$ cat src/rtl/ps2_pkg.sv
`timescale 1ns/1ps
// Shared PS/2 link definitions: host-TX FSM encodings, frame length, command bytes.
package ps2_pkg;

  localparam logic [2:0] ST_IDLE      = 3'd0;
  localparam logic [2:0] ST_INHIBIT   = 3'd1;
  localparam logic [2:0] ST_REQ       = 3'd2;
  localparam logic [2:0] ST_SEND      = 3'd3;
  localparam logic [2:0] ST_ACK       = 3'd4;
  localparam logic [2:0] ST_WAIT_IDLE = 3'd5;

  localparam int FRAME_BITS = 11;

  localparam logic [7:0] CMD_SET_LED = 8'hED;
  localparam logic [7:0] CMD_RESET   = 8'hFF;
  localparam logic [7:0] RESP_ACK    = 8'hFA;

  function automatic logic odd_parity(input logic [7:0] b);
    return ~^b;
  endfunction

endpackage

$ cat src/rtl/ps2_line_filter.sv
`timescale 1ns/1ps
// PS/2 pad conditioning: 2-FF sync on clock and data, FILT_LEN-sample glitch filter on clock,
// one-cycle pulse on each filtered falling edge. Shared by the host transmitter and keyboard receiver.
module ps2_line_filter #(
  parameter int FILT_LEN = 8
) (
  input  logic clk,
  input  logic rst_n,
  input  logic ps2_clk_in,
  input  logic ps2_dat_in,
  output logic clk_filt,
  output logic dat_sync,
  output logic clk_fall
);

  localparam int CW = $clog2(FILT_LEN + 1);

  logic [1:0]    clk_sync_q;
  logic [1:0]    dat_sync_q;
  logic [CW-1:0] run_cnt;

  // Idle bus level is high, so the synchronisers and filter reset to 1.
  always_ff @(posedge clk or negedge rst_n) begin
    if (!rst_n) begin
      clk_sync_q <= 2'b11;
      dat_sync_q <= 2'b11;
      clk_filt   <= 1'b1;
      run_cnt    <= '0;
      clk_fall   <= 1'b0;
    end else begin
      clk_sync_q <= {clk_sync_q[0], ps2_clk_in};
      dat_sync_q <= {dat_sync_q[0], ps2_dat_in};
      clk_fall   <= 1'b0;
      if (clk_sync_q[1] == clk_filt) begin
        run_cnt <= '0;
      end else if (run_cnt == CW'(FILT_LEN - 1)) begin
        clk_filt <= clk_sync_q[1];
        run_cnt  <= '0;
        clk_fall <= clk_filt;
      end else begin
        run_cnt <= run_cnt + 1'b1;
      end
    end
  end

  assign dat_sync = dat_sync_q[1];

endmodule

$ cat src/rtl/ps2_host_tx.sv
`timescale 1ns/1ps
// PS/2 host-to-device transmitter: request-to-send, 11-bit frame clocked by the device, ACK check.
// One byte per request; tx_ready only in IDLE, requests while busy are dropped.
module ps2_host_tx
  import ps2_pkg::*;
#(
  parameter int INHIBIT_CYCLES = 5000,
  parameter int SETUP_CYCLES   = 50,
  parameter int TIMEOUT_CYCLES = 750000,
  parameter int FILT_LEN       = 8
) (
  input  logic       clk,
  input  logic       rst_n,
  input  logic [7:0] tx_data,
  input  logic       tx_valid,
  output logic       tx_ready,
  input  logic       ps2_clk_in,
  input  logic       ps2_dat_in,
  output logic       ps2_clk_oe,
  output logic       ps2_dat_oe,
  output logic       busy,
  output logic       done,
  output logic       ack_err,
  output logic       timeout_err
);

  localparam logic [19:0] INH_LAST   = 20'(INHIBIT_CYCLES - 1);
  localparam logic [19:0] SETUP_LAST = 20'(SETUP_CYCLES - 1);
  localparam logic [19:0] TO_LAST    = 20'(TIMEOUT_CYCLES - 1);
  localparam logic [3:0]  STOP_FALL  = 4'(FRAME_BITS - 2);

  logic        clk_filt;
  logic        dat_sync;
  logic        clk_fall;
  logic [2:0]  state;
  logic [19:0] cyc_cnt;
  logic [3:0]  bit_cnt;
  logic [8:0]  shift_q;
  logic        dat_oe_q;
  logic        accept;
  logic        in_timed;
  logic        timed_out;

  ps2_line_filter #(.FILT_LEN(FILT_LEN)) u_line_filter (
    .clk        (clk),
    .rst_n      (rst_n),
    .ps2_clk_in (ps2_clk_in),
    .ps2_dat_in (ps2_dat_in),
    .clk_filt   (clk_filt),
    .dat_sync   (dat_sync),
    .clk_fall   (clk_fall)
  );

  // Holding tx_ready low during a result pulse keeps it from overlapping the next accept.
  assign tx_ready   = (state == ST_IDLE) & ~(done | ack_err | timeout_err);
  assign busy       = (state != ST_IDLE);
  assign accept     = tx_valid & tx_ready;
  assign ps2_clk_oe = (state == ST_INHIBIT) | (state == ST_REQ);
  assign ps2_dat_oe = dat_oe_q;
  assign in_timed   = (state == ST_SEND) | (state == ST_ACK) | (state == ST_WAIT_IDLE);
  assign timed_out  = in_timed & (cyc_cnt == TO_LAST);

  always_ff @(posedge clk or negedge rst_n) begin
    if (!rst_n) begin
      state       <= ST_IDLE;
      cyc_cnt     <= '0;
      bit_cnt     <= '0;
      shift_q     <= '0;
      dat_oe_q    <= 1'b0;
      done        <= 1'b0;
      ack_err     <= 1'b0;
      timeout_err <= 1'b0;
    end else begin
      done        <= 1'b0;
      ack_err     <= 1'b0;
      timeout_err <= 1'b0;
      // Timeout is checked before the fall handling so it wins a same-cycle tie.
      if (timed_out) begin
        dat_oe_q    <= 1'b0;
        timeout_err <= 1'b1;
        state       <= ST_IDLE;
      end else begin
        case (state)
          ST_IDLE: begin
            if (accept) begin
              state    <= ST_INHIBIT;
              cyc_cnt  <= '0;
              bit_cnt  <= '0;
              shift_q  <= {odd_parity(tx_data), tx_data};
              dat_oe_q <= 1'b0;
            end
          end
          ST_INHIBIT: begin
            if (cyc_cnt == INH_LAST) begin
              state    <= ST_REQ;
              cyc_cnt  <= '0;
              dat_oe_q <= 1'b1;
            end else begin
              cyc_cnt <= cyc_cnt + 1'b1;
            end
          end
          ST_REQ: begin
            if (cyc_cnt == SETUP_LAST) begin
              state   <= ST_SEND;
              cyc_cnt <= '0;
            end else begin
              cyc_cnt <= cyc_cnt + 1'b1;
            end
          end
          ST_SEND: begin
            cyc_cnt <= cyc_cnt + 1'b1;
            if (clk_fall) begin
              bit_cnt <= bit_cnt + 1'b1;
              if (bit_cnt == STOP_FALL) begin
                dat_oe_q <= 1'b0;
                state    <= ST_ACK;
              end else begin
                dat_oe_q <= ~shift_q[0];
                shift_q  <= {1'b0, shift_q[8:1]};
              end
            end
          end
          ST_ACK: begin
            cyc_cnt <= cyc_cnt + 1'b1;
            if (clk_fall) begin
              bit_cnt <= bit_cnt + 1'b1;
              if (dat_sync) begin
                ack_err <= 1'b1;
                state   <= ST_IDLE;
              end else begin
                state <= ST_WAIT_IDLE;
              end
            end
          end
          ST_WAIT_IDLE: begin
            cyc_cnt <= cyc_cnt + 1'b1;
            if (clk_filt && dat_sync) begin
              done  <= 1'b1;
              state <= ST_IDLE;
            end
          end
          default: state <= ST_IDLE;
        endcase
      end
    end
  end

endmodule

$ cat config.mk
export PLATFORM = sky130hd
export DESIGN_NAME = ps2_host_tx
export DESIGN_NICKNAME = d
export VERILOG_FILES = /design/src/rtl/ps2_pkg.sv /design/src/rtl/ps2_line_filter.sv /design/src/rtl/ps2_host_tx.sv
export SDC_FILE = /design/constraint.sdc
export NUM_CORES = 1
export LEC_CHECK = 0
export CAP_MARGIN = 30
export CORE_ASPECT_RATIO = 1.75
export CORE_MARGIN = 2
export CORE_UTILIZATION = 28
export DETAILED_ROUTE_END_ITERATION = 8
export PLACE_DENSITY = 0.56
export SLEW_MARGIN = 20
export SYNTH_ARGS = -nofsm -noshare
export SYNTH_HDL_FRONTEND = slang
export SYNTH_SLANG_ARGS = --single-unit
$ cat constraint.sdc
create_clock -name clk -period 4.1 [get_ports clk]
set_input_delay 0.615 -clock clk [delete_from_list [all_inputs] [get_ports clk]]
set_output_delay 0.615 -clock clk [all_outputs]
set_load 0.005 [all_outputs]
### After elaboration in Yosys (flattened, before gate mapping)

Index checks and enable logic that the tools add are counted.

| storage, ports and cells | value |
|---|---|
| register bits | 50 |
| latch bits | 0 |
| RAM bits | 0 |
| bits in read-only memories | 0 |
| input port bits | 13 |
| output and inout port bits | 7 |
| logic and storage cells | 105 |
| memories | 0 |

| operators by class | value |
|---|---|
| add/subtract/negate cells | 3 |
| $mul | 0 |
| divide/modulo/power cells | 0 |
| $lt $le $gt $ge | 0 |
| equal/unequal tests | 22 |
| shifts and indexed selects | 0 |
| muxes and demuxes | 39 |
| bitwise logic cells | 12 |
| reductions and logical operators | 16 |

Operators by type and width:

| cell | count |
|---|---|
| case mux 20 bit (4 select lines) | 1 |
| two-way mux 20 bit | 3 |
| two-way mux 3 bit | 9 |
| two-way mux 9 bit | 3 |
| adder 20 x 1 -> 20 bit, second input constant | 1 |
| == test 20 x 13 -> 1 bit, second input constant | 1 |
| == test 20 bit, second input constant | 1 |
| == test 20 x 6 -> 1 bit, second input constant | 1 |
| != test 3 x 2 -> 1 bit, second input constant | 6 |
| case mux 3 bit (6 select lines) | 1 |
| case mux 9 bit (2 select lines) | 1 |
| two-way mux 4 bit | 4 |
| two-way mux 1 bit | 15 |
| adder 4 x 1 -> 4 bit, second input constant | 2 |
| case mux 4 bit (2 select lines) | 1 |
| AND reduction 4 bit | 2 |
| nonzero test 4 bit | 2 |
| XNOR reduction 8 bit | 1 |
| AND reduction 7 bit | 1 |
| == test 3 x 2 -> 1 bit, second input constant | 2 |
| == test 3 bit, second input constant | 2 |
| OR 1 bit | 5 |
| AND reduction 5 bit | 1 |
| == test 4 x 3 -> 1 bit, second input constant | 1 |
| 17 further kinds | 25 |

### Longest topological paths before layout

Gate-level depths: netlist (run 1).

| depth | value |
|---|---|
| word-level depth | 8 |
| mapped depth | 9 |
| depth with buffers taken out | 8 |

### Hierarchy

Synthesis (run 1) repeated with hierarchy kept, for this count alone.

| second synthesis, totals | value |
|---|---|
| cell total of the unflattened synthesis | 292 |
| area, all modules | 2872.8 um^2 |

By module, submodules not included:

| module | instances | cells each | area an instance (um^2) | sequential area each (um^2) |
|---|---|---|---|---|
| ps2_host_tx | 1 | 269 | 2508.7 | 1001.0 |
| ps2_line_filter | 1 | 23 | 364.1 | 256.5 |

### Least setup slack after synthesis (run 1)

OpenSTA, ideal clock, no wires.

| timing | value |
|---|---|
| kind | reg-to-reg |
| start | reg cyc_cnt[11] |
| end | reg cyc_cnt[14] |
| arrival time | 2.119 ns |
| required time | 3.979 ns |
| slack | 1.860 ns |
| stages on the path, launching flop included | 7 |
| buffers on the path | 0 |
| cells stage by stage | dfrtp_1 -> or3_1 -> or4_1 -> o31ai_4 -> nand3_2 -> a21o_1 -> a22o_1 |

| on the way | value |
|---|---|
| longest elaborated chain between the ends | 4 |

RTL lines:

| what | RTL line | RTL |
|---|---|---|
| start: declaration | ps2_host_tx.sv:36 | `logic [19:0] cyc_cnt;` |
| start signal: assignment | ps2_host_tx.sv:99 | `cyc_cnt <= cyc_cnt + 1'b1;` |
| start signal: assignment | ps2_host_tx.sv:107 | `cyc_cnt <= cyc_cnt + 1'b1;` |
| start signal: assignment | ps2_host_tx.sv:111 | `cyc_cnt <= cyc_cnt + 1'b1;` |
| parallel branches: the longest is 4 deep, another holds adder 20 x 1 -> 20 bit | -- |  |

Several ways; the timed one is not identified.
A chain may end at the register's enable or synchronous reset.

### Worst setup path after layout (run 1)

| timing | value |
|---|---|
| start | in tx_valid |
| end | reg shift_q[4] |

| on the way | value |
|---|---|
| longest elaborated chain between the ends | 3 |

RTL lines:

| what | RTL line | RTL |
|---|---|---|
| start: declaration | ps2_host_tx.sv:15 | `input logic tx_valid,` |
| bitwise AND 1 bit | ps2_host_tx.sv:57 | `assign accept = tx_valid & tx_ready;` |
| != test 2 bit (no line) | -- |  |
| AND reduction 5 bit (no line) | -- |  |
| end signal: assignment | ps2_host_tx.sv:89 | `shift_q <= {odd_parity(tx_data), tx_data};` |
| end signal: assignment | ps2_host_tx.sv:119 | `shift_q <= {1'b0, shift_q[8:1]};` |
| end: declaration | ps2_host_tx.sv:38 | `logic [8:0] shift_q;` |

Every way passes these cells.

==> results of run 1 <==
==> layout make-up <==
class | count | area share
Multi-Input combinational cell | 224 | 0.435
Clock buffer | 5 | 0.0392
Clock inverter | 3 | 0.0126
Sequential cell | 50 | 0.394
Timing Repair Buffer | 20 | 0.0604
Inverter | 9 | 0.0106
Tap cell | 122 | 0.0479
==> through the flow <==
step | std cells | setup WS, ns | area [sq um] | util | hold WS, ns
5_1_grt | 433 | 0.942 | 3190 | 0.337 | 0.266
6_report | 433 | 1.23 | 3190 | 0.337 | 0.237
3_3_place_gp | 425 | 0.912 | 3020 | 0.319 | 0.349
3_5_place_dp | 425 | 0.871 | 3020 | 0.319 | 0.351
2_1_floorplan | 294 | 1.86 | 2730 | - | 0.319
4_1_cts | 433 | 1.19 | 3190 | 0.337 | 0.252
==> critical path, delay by kind of cell <==
| family | cells | cell delay, ns |
|---|---|---|
| simple gates | 3 | 1.66 |
| buf+inv | 1 | 0.45 |
| compound gates | 2 | 0.27 |
==> per-layer routing <==
| layer | vias up | share of wire | wire length (um) | GRT usage |
|---|---|---|---|---|
| met3 | 10 | 0.028 | 180 | 0.0281 |
| met4 | 0 | 0.024 | 154 | 0.0575 |
| met2 | 32 | 0.55 | 3510 | 0.242 |
| li1 | 1099 | - | - | - |
| met1 | 1090 | 0.39 | 2480 | 0.129 |
| met5 | - | 0 | 0 | 0 |
==> power by group through the flow <==
stage          clock network, mW  registers [mW]  logic [mW]
2_1_floorplan                  0           0.665       0.621
3_3_place_gp                   0           0.715       0.781
3_5_place_dp                   0           0.719       0.785
4_1_cts                    0.480           0.710       0.791
5_1_grt                    0.501           0.730       0.871
6_report                   0.469           0.710       0.780
==> how the worst min path moves through the flow <==
stage	start	end	slack, ns
2_1_floorplan	rst_n	ack_err	0.32
3_3_place_gp	u_line_filter.clk_sync_q[0]	u_line_filter.clk_sync_q[1]	0.35
3_5_place_dp	u_line_filter.clk_sync_q[0]	u_line_filter.clk_sync_q[1]	0.35
4_1_cts	rst_n	cyc_cnt[2]	0.25
5_1_grt	rst_n	cyc_cnt[1]	0.27
6_report	rst_n	cyc_cnt[1]	0.24
==> cell usage in the layout, fill, tap and decap left out, types with 6 or more instances in the layout <==
| cell type | count |
|---|---|
| inv_1 | 9 |
| a31oi_1 | 10 |
| nor2_1 | 28 |
| o211ai_1 | 6 |
| nor2b_1 | 6 |
| o31ai_1 | 6 |
| nor3_1 | 6 |
| nand3_1 | 15 |
| nand4_1 | 6 |
| a21oi_1 | 7 |
| clkdlybuf4s50_1 | 18 |
| a22o_1 | 6 |
| o21ai_0 | 11 |
| dfrtp_1 | 45 |
| xnor2_1 | 11 |
| nand2_1 | 40 |
==> logic make-up after synthesis <==
logic type | after synthesis | synth area share
XOR/XNOR | 12 | 0.0385
AO/OA/AOI/OAI | 69 | 0.179
AND/OR/NAND/NOR | 136 | 0.259
multiplexers | 2 | 0.00824
flip-flops | 50 | 0.460
buffers and inverters | 20 | 0.0320
adder cells (fa/ha/maj) | 5 | 0.0229
==> registers in the layout, indices dropped and copies added, names as in the netlist, 2 cells and up <==
| register | count |
|---|---|
| u_line_filter.run_cnt | 4 |
| u_line_filter.clk_sync_q | 2 |
| cyc_cnt | 20 |
| shift_q | 9 |
| state | 3 |
| u_line_filter.dat_sync_q | 2 |
| bit_cnt | 4 |
==> key figures, run 1 <==
Worst setup path
  – Reg2Reg Depth: 7
  – CP Class: in2reg
  – RR Endpoint: cyc_cnt[18]
  – Critical-path maximum fanout: 16
  – Startpoint types: input pin
  – R2r startpoint: cyc_cnt[0]
  – CP max stage delay: 0.68 ns
  – Slowest-stage cell, CP: nor2_1
  – Data required time of the worst path: 4.23 ns
  – R2r setup slk: 1.33 ns
  – Crit path from: tx_valid
  – CP most frequent cell: a31oi_1
  – Arrival @ worst endpoint: 3.00 ns
  – CP Cell Sequence: clkdlybuf4s50_1 -> nor4b_1 -> nor2b_1 -> a31oi_1 -> nor2_1 -> a31oi_1
  – Critical Path Sink Type: flip-flop
  – CP endpoint: shift_q[4]

CTS
  – Clk root buf: clkbuf_16
  – CTS tree: built
  – Clock sink count: 50
  – H-tree depth: 2
  – # Post-CTS Setup Buffers: 0
  – Post-CTS sizing: 0
  – Register clock-pin slew on the reported worst setup and hold paths: 0.07 ns
  – Worst-skew pair later-pin latency: 0.29 ns
  – Hold buffers post-CTS: 0
  – CTS buffer count: 5
  – Clock Path Buffers: 2

Power
  – Max IR drop VDD: 0.207 mV
  – Psw: 0.768 mW
  – P per Cell Area: 614 nW/um^2
  – Comb pwr share: 0.398
  – Flop pwr share: 0.362
  – Sw Ratio: 0.392
  – Leakage power: 1.29 nW
  – Total power draw: 1.96 mW
  – Int Power: 1.19 mW
  – Clock Power Share: 0.240

Floorplan
  – Die Y: 135 um
  – Row count: 47
  – Ports: 20
  – Die width: 78.7 um
  – DIE AREA: 10600 sq um
  – Initial Util: 0.289
  – Total core area: 9470 sq um

Routing
  – Final WL: 6.33 mm
  – Drt pass-1 iters: 4
  – Antenna viol nets, final: 0
  – Drt via density: 5.15
  – 1st-iter DRT viols: 86
  – WL per Instance: 14.6 um
  – Drt drc: 0
  – Via count: 2231

STA
  – Fin. Hold Viols: 0
  – Slew HR: 0.415
  – Clock Skews: 0.00540 ns
  – Fmax: 349 MHz
  – Worst slew pin tran: 0.875 ns
  – Final Max Tran Viols: 0
  – Period utilization: 0.699
  – Setup TNS: 0 ns
  – RSZ-0062 raised after global routing: no
  – Number of setup violations in the final report: 0
  – Fin crit period: 2.87 ns

Synthesis
  – Cell with the most instances after synthesis: dfrtp_1
  – Avg Inst Size Synth: 9.29 sq um
  – Ys Warns: 0
  – Synth top area cells: dfrtp_1, nand2_1, dfstp_2
  – Synth unique cells: 52
  – Top FF cell, synth: dfrtp_1
  – Asr flop ratio synth: 1.00
  – Commonest cells in the netlist: dfrtp_1, nand2_1, nor2_1
  – Register area share after synthesis: 0.460
  – Top cell type by total area after synthesis: dfrtp_1
  – Cell count after synthesis: 294
  – Synthesized net count: 312
  – #FFs+latches synth: 50
  – Synthesized area: 2730 sq um
  – Post-synth EDFFs: 0
  – Post-synth top area share: 0.412

Cells and area
  – Antenna diodes: 0
  – Total Nets Final: 328
  – Area grow syn2layout: 16.7%
  – Multi-input gate area in the final layout: 1390 sq um
  – Fraction of layout cells with a size suffix above 1: 0.0836
  – Fillcell total: 956
  – Storage cell area: 1260 sq um

Global route
  – Initial antenna violation count: 0
  – Overflow left after global routing: 0
  – Vias in the first global route: 2233
  – First-pass GRT wire length: 10.6 mm
  – GR Util All Layers: 0.127
  – Largest net degree at the start of global routing: 35

Place
  – DP Wirelength: 4.77 mm
  – Port Buf Inserts: 19
  – Gpl congestion: 0.837

Min path
  – Hold WC Path Type: in2async

Job
  – MaxCap Viol Count: 0

Status
  – Outcome: finished, final reports clean
(Power assumes the default switching activity.)
==> inputs of run 2 (changes only) <==
==> constraint.sdc (replaced) <==
create_clock -name clk -period 2.8 [get_ports clk]
set_input_delay 0.42 -clock clk [delete_from_list [all_inputs] [get_ports clk]]
set_output_delay 0.42 -clock clk [all_outputs]
set_load 0.005 [all_outputs]
==> key figures, run 2 (synthesis results as in run 1) <==
Routing
  – Met3 wire length: 248 um (was 180 um)
  – Antenna viol nets, final: 0 (unchanged)
  – Via count: 2357 (was 2231)
  – 1st-iter DRT viols: 171 (was 86)
  – Drt drc: 0 (unchanged)
  – Top layer in use: met4 (unchanged)
  – Drt pass-1 iters: 4 (unchanged)
  – Metal-1 WL: 2.58 mm (was 2.48 mm)
  – WL per Instance: 15.9 um (was 14.6 um)
  – Final WL: 7.15 mm (was 6.33 mm)
  – Metal2 WL: 3.95 mm (was 3.51 mm)
  – Drt via density: 5.25 (was 5.15)

STA
  – Fmax: 374 MHz
  – Period utilization: 0.954
  – Hold slack final: 0.0807 ns (was 0.237 ns)
  – Fin. Hold Viols: 0 (unchanged)
  – Worst slew pin tran: 0.488 ns (was 0.875 ns)
  – RSZ-0062 raised after global routing: no (unchanged)
  – Final Max Tran Viols: 0 (unchanged)
  – Fin crit period: 2.67 ns
  – Final WS setup: 0.128 ns (was 1.23 ns)
  – Number of setup violations in the final report: 0 (unchanged)
  – Slew HR: 0.674 (was 0.415)
  – Setup TNS: 0 ns (unchanged)
  – Clock Skews: 0.00551 ns (was 0.00540 ns)

Place
  – Port Buf Inserts: 19 (unchanged)
  – DP Wirelength: 5.51 mm (was 4.77 mm)
  – Gpl congestion: 0.855 (was 0.837)
  – Setup slack at placement: 0.0855 ns (was 0.871 ns)

Cells and area
  – Fillcell total: 977 (was 956)
  – Most common cell after layout, fill and taps aside: dfrtp_1 (unchanged)
  – Multi-input gate area in the final layout: 1390 sq um (about the same)
  – Commonest non-fill, non-tap cells in the layout: dfrtp_1, nand2_1, nor2_1 (unchanged)
  – Storage cell area: 1260 sq um (unchanged)
  – Max FFs per register: 20 (unchanged)
  – Biggest register: cyc_cnt (unchanged)
  – Area grow syn2layout: 20.6% (was 16.7%)
  – Fraction of layout cells with a size suffix above 1: 0.131 (was 0.0836)
  – Largest regs: cyc_cnt x20, shift_q x9 (unchanged)
  – Antenna diodes: 0 (unchanged)
  – Total Nets Final: 344 (was 328)

Power
  – P per Cell Area: 899 nW/um^2 (was 614 nW/um^2)
  – Max IR drop VDD: 0.373 mV (was 0.207 mV)
  – Leakage power: 1.36 nW (was 1.29 nW)
  – Total power draw: 2.96 mW (was 1.96 mW)

Floorplan
  – Total core area: 9470 sq um (unchanged)
  – DIE AREA: 10600 sq um (unchanged)
  – Initial Util: 0.289 (unchanged)
  – Row count: 47 (unchanged)
  – Die width: 78.7 um (unchanged)
  – Die Y: 135 um (unchanged)
  – Ports: 20 (unchanged)

CTS
  – CTS buffer count: 5 (unchanged)
  – CTS tree: built (unchanged)
  – Clock Path Buffers: 2 (unchanged)
  – Clk root buf: clkbuf_16 (unchanged)
  – # Post-CTS Setup Buffers: 0 (unchanged)
  – Worst-skew pair later-pin latency: 0.30 ns (was 0.29 ns)
  – Clock sink count: 50 (unchanged)
  – Hold buffers post-CTS: 0 (unchanged)
  – H-tree depth: 2 (unchanged)
  – Register clock-pin slew on the reported worst setup and hold paths: 0.07 ns (about the same)

Global route
  – Largest net degree at the start of global routing: 32 (was 35)
  – GR Util All Layers: 0.146 (was 0.127)
  – First-pass GRT wire length: 11.9 mm (was 10.6 mm)
  – Overflow left after global routing: 0 (unchanged)
  – Vias in the first global route: 2450 (was 2233)
  – Initial antenna violation count: 0 (unchanged)

Job
  – MaxCap Viol Count: 0 (unchanged)

Worst setup path
  – R2r startpoint: cyc_cnt[0] (unchanged)
  – Critical-path maximum fanout: 9 (was 16)
  – Slowest-stage cell, CP: or4_1 (was nor2_1)
  – Arrival @ worst endpoint: 2.86 ns (was 3.00 ns)
  – Startpoint types: flip-flop (was input pin)
  – Reg2Reg Depth: 7 (unchanged)
  – CP max stage delay: 0.57 ns (was 0.68 ns)
  – CP Cell Sequence: ha_1 -> nand2_1 -> or4_1 -> o31ai_4 -> and3_1 -> o21ai_0 -> o2bb2ai_1 (was clkdlybuf4s50_1 -> nor4b_1 -> nor2b_1 -> a31oi_1 -> nor2_1 -> a31oi_1)
  – RR Endpoint: cyc_cnt[9] (was cyc_cnt[18])
  – Data required time of the worst path: 2.98 ns (was 4.23 ns)
  – R2r setup slk: 0.13 ns (was 1.33 ns)
  – Critical Path Sink Type: flip-flop (unchanged)
  – CP Class: reg2reg (was in2reg)

Min path
  – Hold WC Path Type: in2async (unchanged)

Status
  – Outcome: finished, final reports clean (unchanged)
-- run 2: cell count changes in the layout (fill, tap and decap cells not counted), sizes merged --
cell	before	now
buf	2	18
clkinv	2	0
clkinvlp	0	2
bufinv	1	0
inv	9	10
-- run 2: metal layers --
layer	vias up	GRT usage
met5	-	0
met4	0	0.0945
met3	23	0.0294
met2	70	0.274
met1	1132	0.142
li1	1132	-
-- run 2: how the worst max path moves through the flow --
stage / endpoint / start / slack, ns / depth (start not counted)
6_report: cyc_cnt[9] / cyc_cnt[0] / 0.13 / 7
5_1_grt: cyc_cnt[9] / cyc_cnt[0] / 0.006 / 7
4_1_cts: cyc_cnt[8] / cyc_cnt[0] / 0.07 / 7
3_5_place_dp: cyc_cnt[8] / cyc_cnt[0] / 0.09 / 7
3_3_place_gp: cyc_cnt[4] / cyc_cnt[0] / 0.09 / 7
2_1_floorplan: cyc_cnt[14] / cyc_cnt[11] / 0.56 / 6
-- run 2: power breakdown --
| group | internal, mW | leakage, nW | switching (mW) | total, mW |
|---|---|---|---|---|
| Combinational | 0.540 | 0.649 | 0.793 | 1.33 |
| Sequential | 0.880 | 0.643 | 0.129 | 1.01 |
| Clock | 0.335 | 0.0664 | 0.285 | 0.620 |
| Total | 1.75 | 1.36 | 1.21 | 2.96 |
-- run 2: what timing repair did --
action                                  CTS  global route
resized for setup                         0             1
endpoints found under the setup margin    0             8
endpoints found under the hold margin     0             0
-- run 2: worst max-delay path: cells and delay by family (launching register included) --
| family | cells | cell delay (ns) |
|---|---|---|
| fa+ha+maj | 1 | 0.30 |
| compound gates | 3 | 0.72 |
| simple gates | 3 | 1.14 |
| flops | 1 | 0.41 |
-- run 2: through the flow --
| stage | cells | util | cell area [sq um] |
|---|---|---|---|
| after floorplan | 294 | - | 2730 |
| after global placement | 441 | 0.332 | 3140 |
| after detailed placement | 441 | 0.332 | 3140 |
| after CTS | 449 | 0.348 | 3290 |
| after global routing | 449 | 0.348 | 3300 |
| final | 449 | 0.348 | 3300 |
-- run 2: cell type report --
cell class	count	share of cell area
multi-input combinational	224	0.422
sequential	50	0.382
timing repair buffer	36	0.0949
tap	122	0.0463
clock buffer	5	0.0380
inverter	9	0.0103
clock inverter	3	0.00721
==> inputs of run 3 (changes only) <==
--- a/config.mk
+++ b/config.mk
@@ -7,7 +7,6 @@
 export LEC_CHECK = 0
 export CAP_MARGIN = 30
 export CORE_ASPECT_RATIO = 1.75
-export CORE_MARGIN = 2
 export CORE_UTILIZATION = 28
 export DETAILED_ROUTE_END_ITERATION = 8
 export PLACE_DENSITY = 0.56
==> key figures, run 3 (synthesis results as in run 1) <==
CTS
  – # Post-CTS Setup Buffers: 0 (unchanged)
  – Worst-skew pair later-pin latency: 0.30 ns (about the same)
  – Register clock-pin slew on the reported worst setup and hold paths: 0.07 ns (about the same)
  – H-tree depth: 2 (unchanged)
  – CTS tree: built (unchanged)
  – Clock sink count: 50 (unchanged)
  – Clock Path Buffers: 2 (unchanged)
  – Clk root buf: clkbuf_16 (unchanged)
  – CTS buffer count: 5 (unchanged)

STA
  – Clock Skews: 0.00885 ns (was 0.00551 ns)
  – Setup TNS: 0 ns (unchanged)
  – Fmax: 383 MHz (was 374 MHz)
  – RSZ-0062 raised after global routing: no (unchanged)
  – Slew HR: 0.672 (was 0.674)
  – Number of setup violations in the final report: 0 (unchanged)
  – Fin. Hold Viols: 0 (unchanged)
  – Final Max Tran Viols: 0 (unchanged)
  – Fin crit period: 2.61 ns (was 2.67 ns)
  – Period utilization: 0.934 (was 0.954)
  – Worst slew pin tran: 0.492 ns (was 0.488 ns)

Place
  – Gpl congestion: 0.900 (was 0.855)
  – Port Buf Inserts: 19 (unchanged)
  – DP Wirelength: 5.31 mm (was 5.51 mm)
  – Placed Area: 3120 sq um (was 3140 sq um)

Routing
  – Antenna viol nets, final: 0 (unchanged)
  – Final WL: 6.86 mm (was 7.15 mm)
  – Drt pass-1 iters: 4 (unchanged)
  – Drt drc: 0 (unchanged)
  – Drt via density: 5.13 (was 5.25)
  – Via count: 2288 (was 2357)
  – WL per Instance: 15.4 um (was 15.9 um)
  – 1st-iter DRT viols: 194 (was 171)

Cells and area
  – Commonest non-fill, non-tap cells in the layout: dfrtp_1, nand2_1, nor2_1 (unchanged)
  – Area grow syn2layout: 20.7% (was 20.6%)
  – Fraction of layout cells with a size suffix above 1: 0.123 (was 0.131)
  – Max FFs per register: 20 (unchanged)
  – Antenna diodes: 0 (unchanged)
  – Biggest register: cyc_cnt (unchanged)
  – Cell area after layout: 3300 sq um (about the same)
  – Most common cell after layout, fill and taps aside: dfrtp_1 (unchanged)
  – Largest regs: cyc_cnt x20, shift_q x9 (unchanged)
  – Total Nets Final: 341 (was 344)

Worst setup path
  – CP max stage delay: 0.57 ns (about the same)
  – Reg2Reg Depth: 7 (unchanged)
  – Critical Path Sink Type: flip-flop (unchanged)
  – Critical-path maximum fanout: 9 (unchanged)
  – Arrival @ worst endpoint: 2.80 ns (was 2.86 ns)
  – RR Endpoint: cyc_cnt[11] (was cyc_cnt[9])
  – Data required time of the worst path: 2.98 ns (about the same)
  – R2r setup slk: 0.19 ns (was 0.13 ns)
  – Startpoint types: flip-flop (unchanged)
  – CP Class: reg2reg (unchanged)
  – CP Cell Sequence: ha_1 -> nand2_1 -> or4_1 -> o31ai_4 -> and3_1 -> nor2_2 -> a22o_1 (was ha_1 -> nand2_1 -> or4_1 -> o31ai_4 -> and3_1 -> o21ai_0 -> o2bb2ai_1)
  – R2r startpoint: cyc_cnt[0] (unchanged)
  – Slowest-stage cell, CP: or4_1 (unchanged)

Power
  – Leakage power: 1.36 nW (about the same)
  – P per Cell Area: 915 nW/um^2 (was 899 nW/um^2)
  – Max IR drop VDD: 0.323 mV (was 0.373 mV)

Min path
  – Hold WC Path Type: in2async (unchanged)

Floorplan
  – Row count: 47 (unchanged)
  – DIE AREA: 10200 sq um (was 10600 sq um)
  – Die width: 76.7 um (was 78.7 um)
  – Initial Util: 0.289 (unchanged)
  – Total core area: 9470 sq um (unchanged)
  – Die Y: 133 um (was 135 um)
  – Ports: 20 (unchanged)

Global route
  – Overflow left after global routing: 0 (unchanged)
  – First-pass GRT wire length: 11.7 mm (was 11.9 mm)
  – GRT busiest layer: met2 (unchanged)
  – Met1 usage: 0.151 (was 0.142)
  – M2 GR Usage: 0.267 (was 0.274)
  – Largest net degree at the start of global routing: 32 (unchanged)
  – Vias in the first global route: 2410 (was 2450)
  – Initial antenna violation count: 0 (unchanged)
  – Met3 usage: 0.0255 (was 0.0294)
  – GR Util All Layers: 0.149 (was 0.146)

Job
  – MaxCap Viol Count: 0 (unchanged)

Status
  – Outcome: finished, final reports clean (unchanged)
## run 3: changes by cell type in the layout (fill, tap and decap cells not counted)
cell,change
inv_6,+1
buf_4,-3
bufinv_16,+1
clkinvlp_4,-2
## run 3: metrics by stage
stage / util / cells / hold slack, ns / worst slack [ns] / total power [mW]
global placement: 0.330 / 438 / 0.349 / 0.109 / 2.31
detailed placement: 0.330 / 438 / 0.353 / 0.0550 / 2.32
CTS: 0.348 / 446 / 0.0902 / 0.0343 / 3.06
global route: 0.348 / 446 / 0.119 / 0.0348 / 3.24
floorplan: - / 294 / 0.124 / 0.560 / 1.88
finish: 0.348 / 446 / 0.0810 / 0.186 / 3.02
## run 3: where the power goes
part,switching [mW],internal [mW]
combinational,0.751,0.524
sequential,0.146,0.879
clock,0.287,0.428
## run 3: worst max-delay path by stage
stage,start,endpoint,slack (ns),cells past startpoint
after floorplan,cyc_cnt[11],cyc_cnt[14],0.56,6
after detailed placement,cyc_cnt[0],cyc_cnt[15],0.06,8
after global placement,cyc_cnt[0],cyc_cnt[11],0.11,7
after CTS,cyc_cnt[0],cyc_cnt[15],0.03,8
final,cyc_cnt[0],cyc_cnt[11],0.19,7
after global routing,cyc_cnt[0],cyc_cnt[3],0.03,7
## run 3: critical path: cells and delay by family, from the launching register on
| family | cells | cell delay (ns) |
|---|---|---|
| and+or+nand+nor | 4 | 1.27 |
| adders and majority gates | 1 | 0.31 |
| AOI/OAI and AO/OA | 2 | 0.52 |
| DFF | 1 | 0.41 |
## run 3: cell type report
| class | count | area (sq um) |
|---|---|---|
| Timing Repair Buffer | 33 | 290 |
| Inverter | 9 | 33.8 |
| Tap cell | 122 | 153 |
| Multi-Input combinational cell | 224 | 1390 |
| Fill cell | 952 | 6170 |
| Clock inverter | 3 | 47.5 |
| Sequential cell | 50 | 1260 |
| Clock buffer | 5 | 125 |
## run 3: metal layers
| metal | wire length [um] | vias up |
|---|---|---|
| li1 | - | 1123 |
| met3 | 214 | 27 |
| met2 | 3730 | 62 |
| met5 | 0 | - |
| met1 | 2500 | 1076 |
| met4 | 418 | 0 |
## run 3: repair_timing
item,in CTS,in global routing
hold buffers,0,0
endpoints found under the setup margin,0,10
resized for setup,0,1
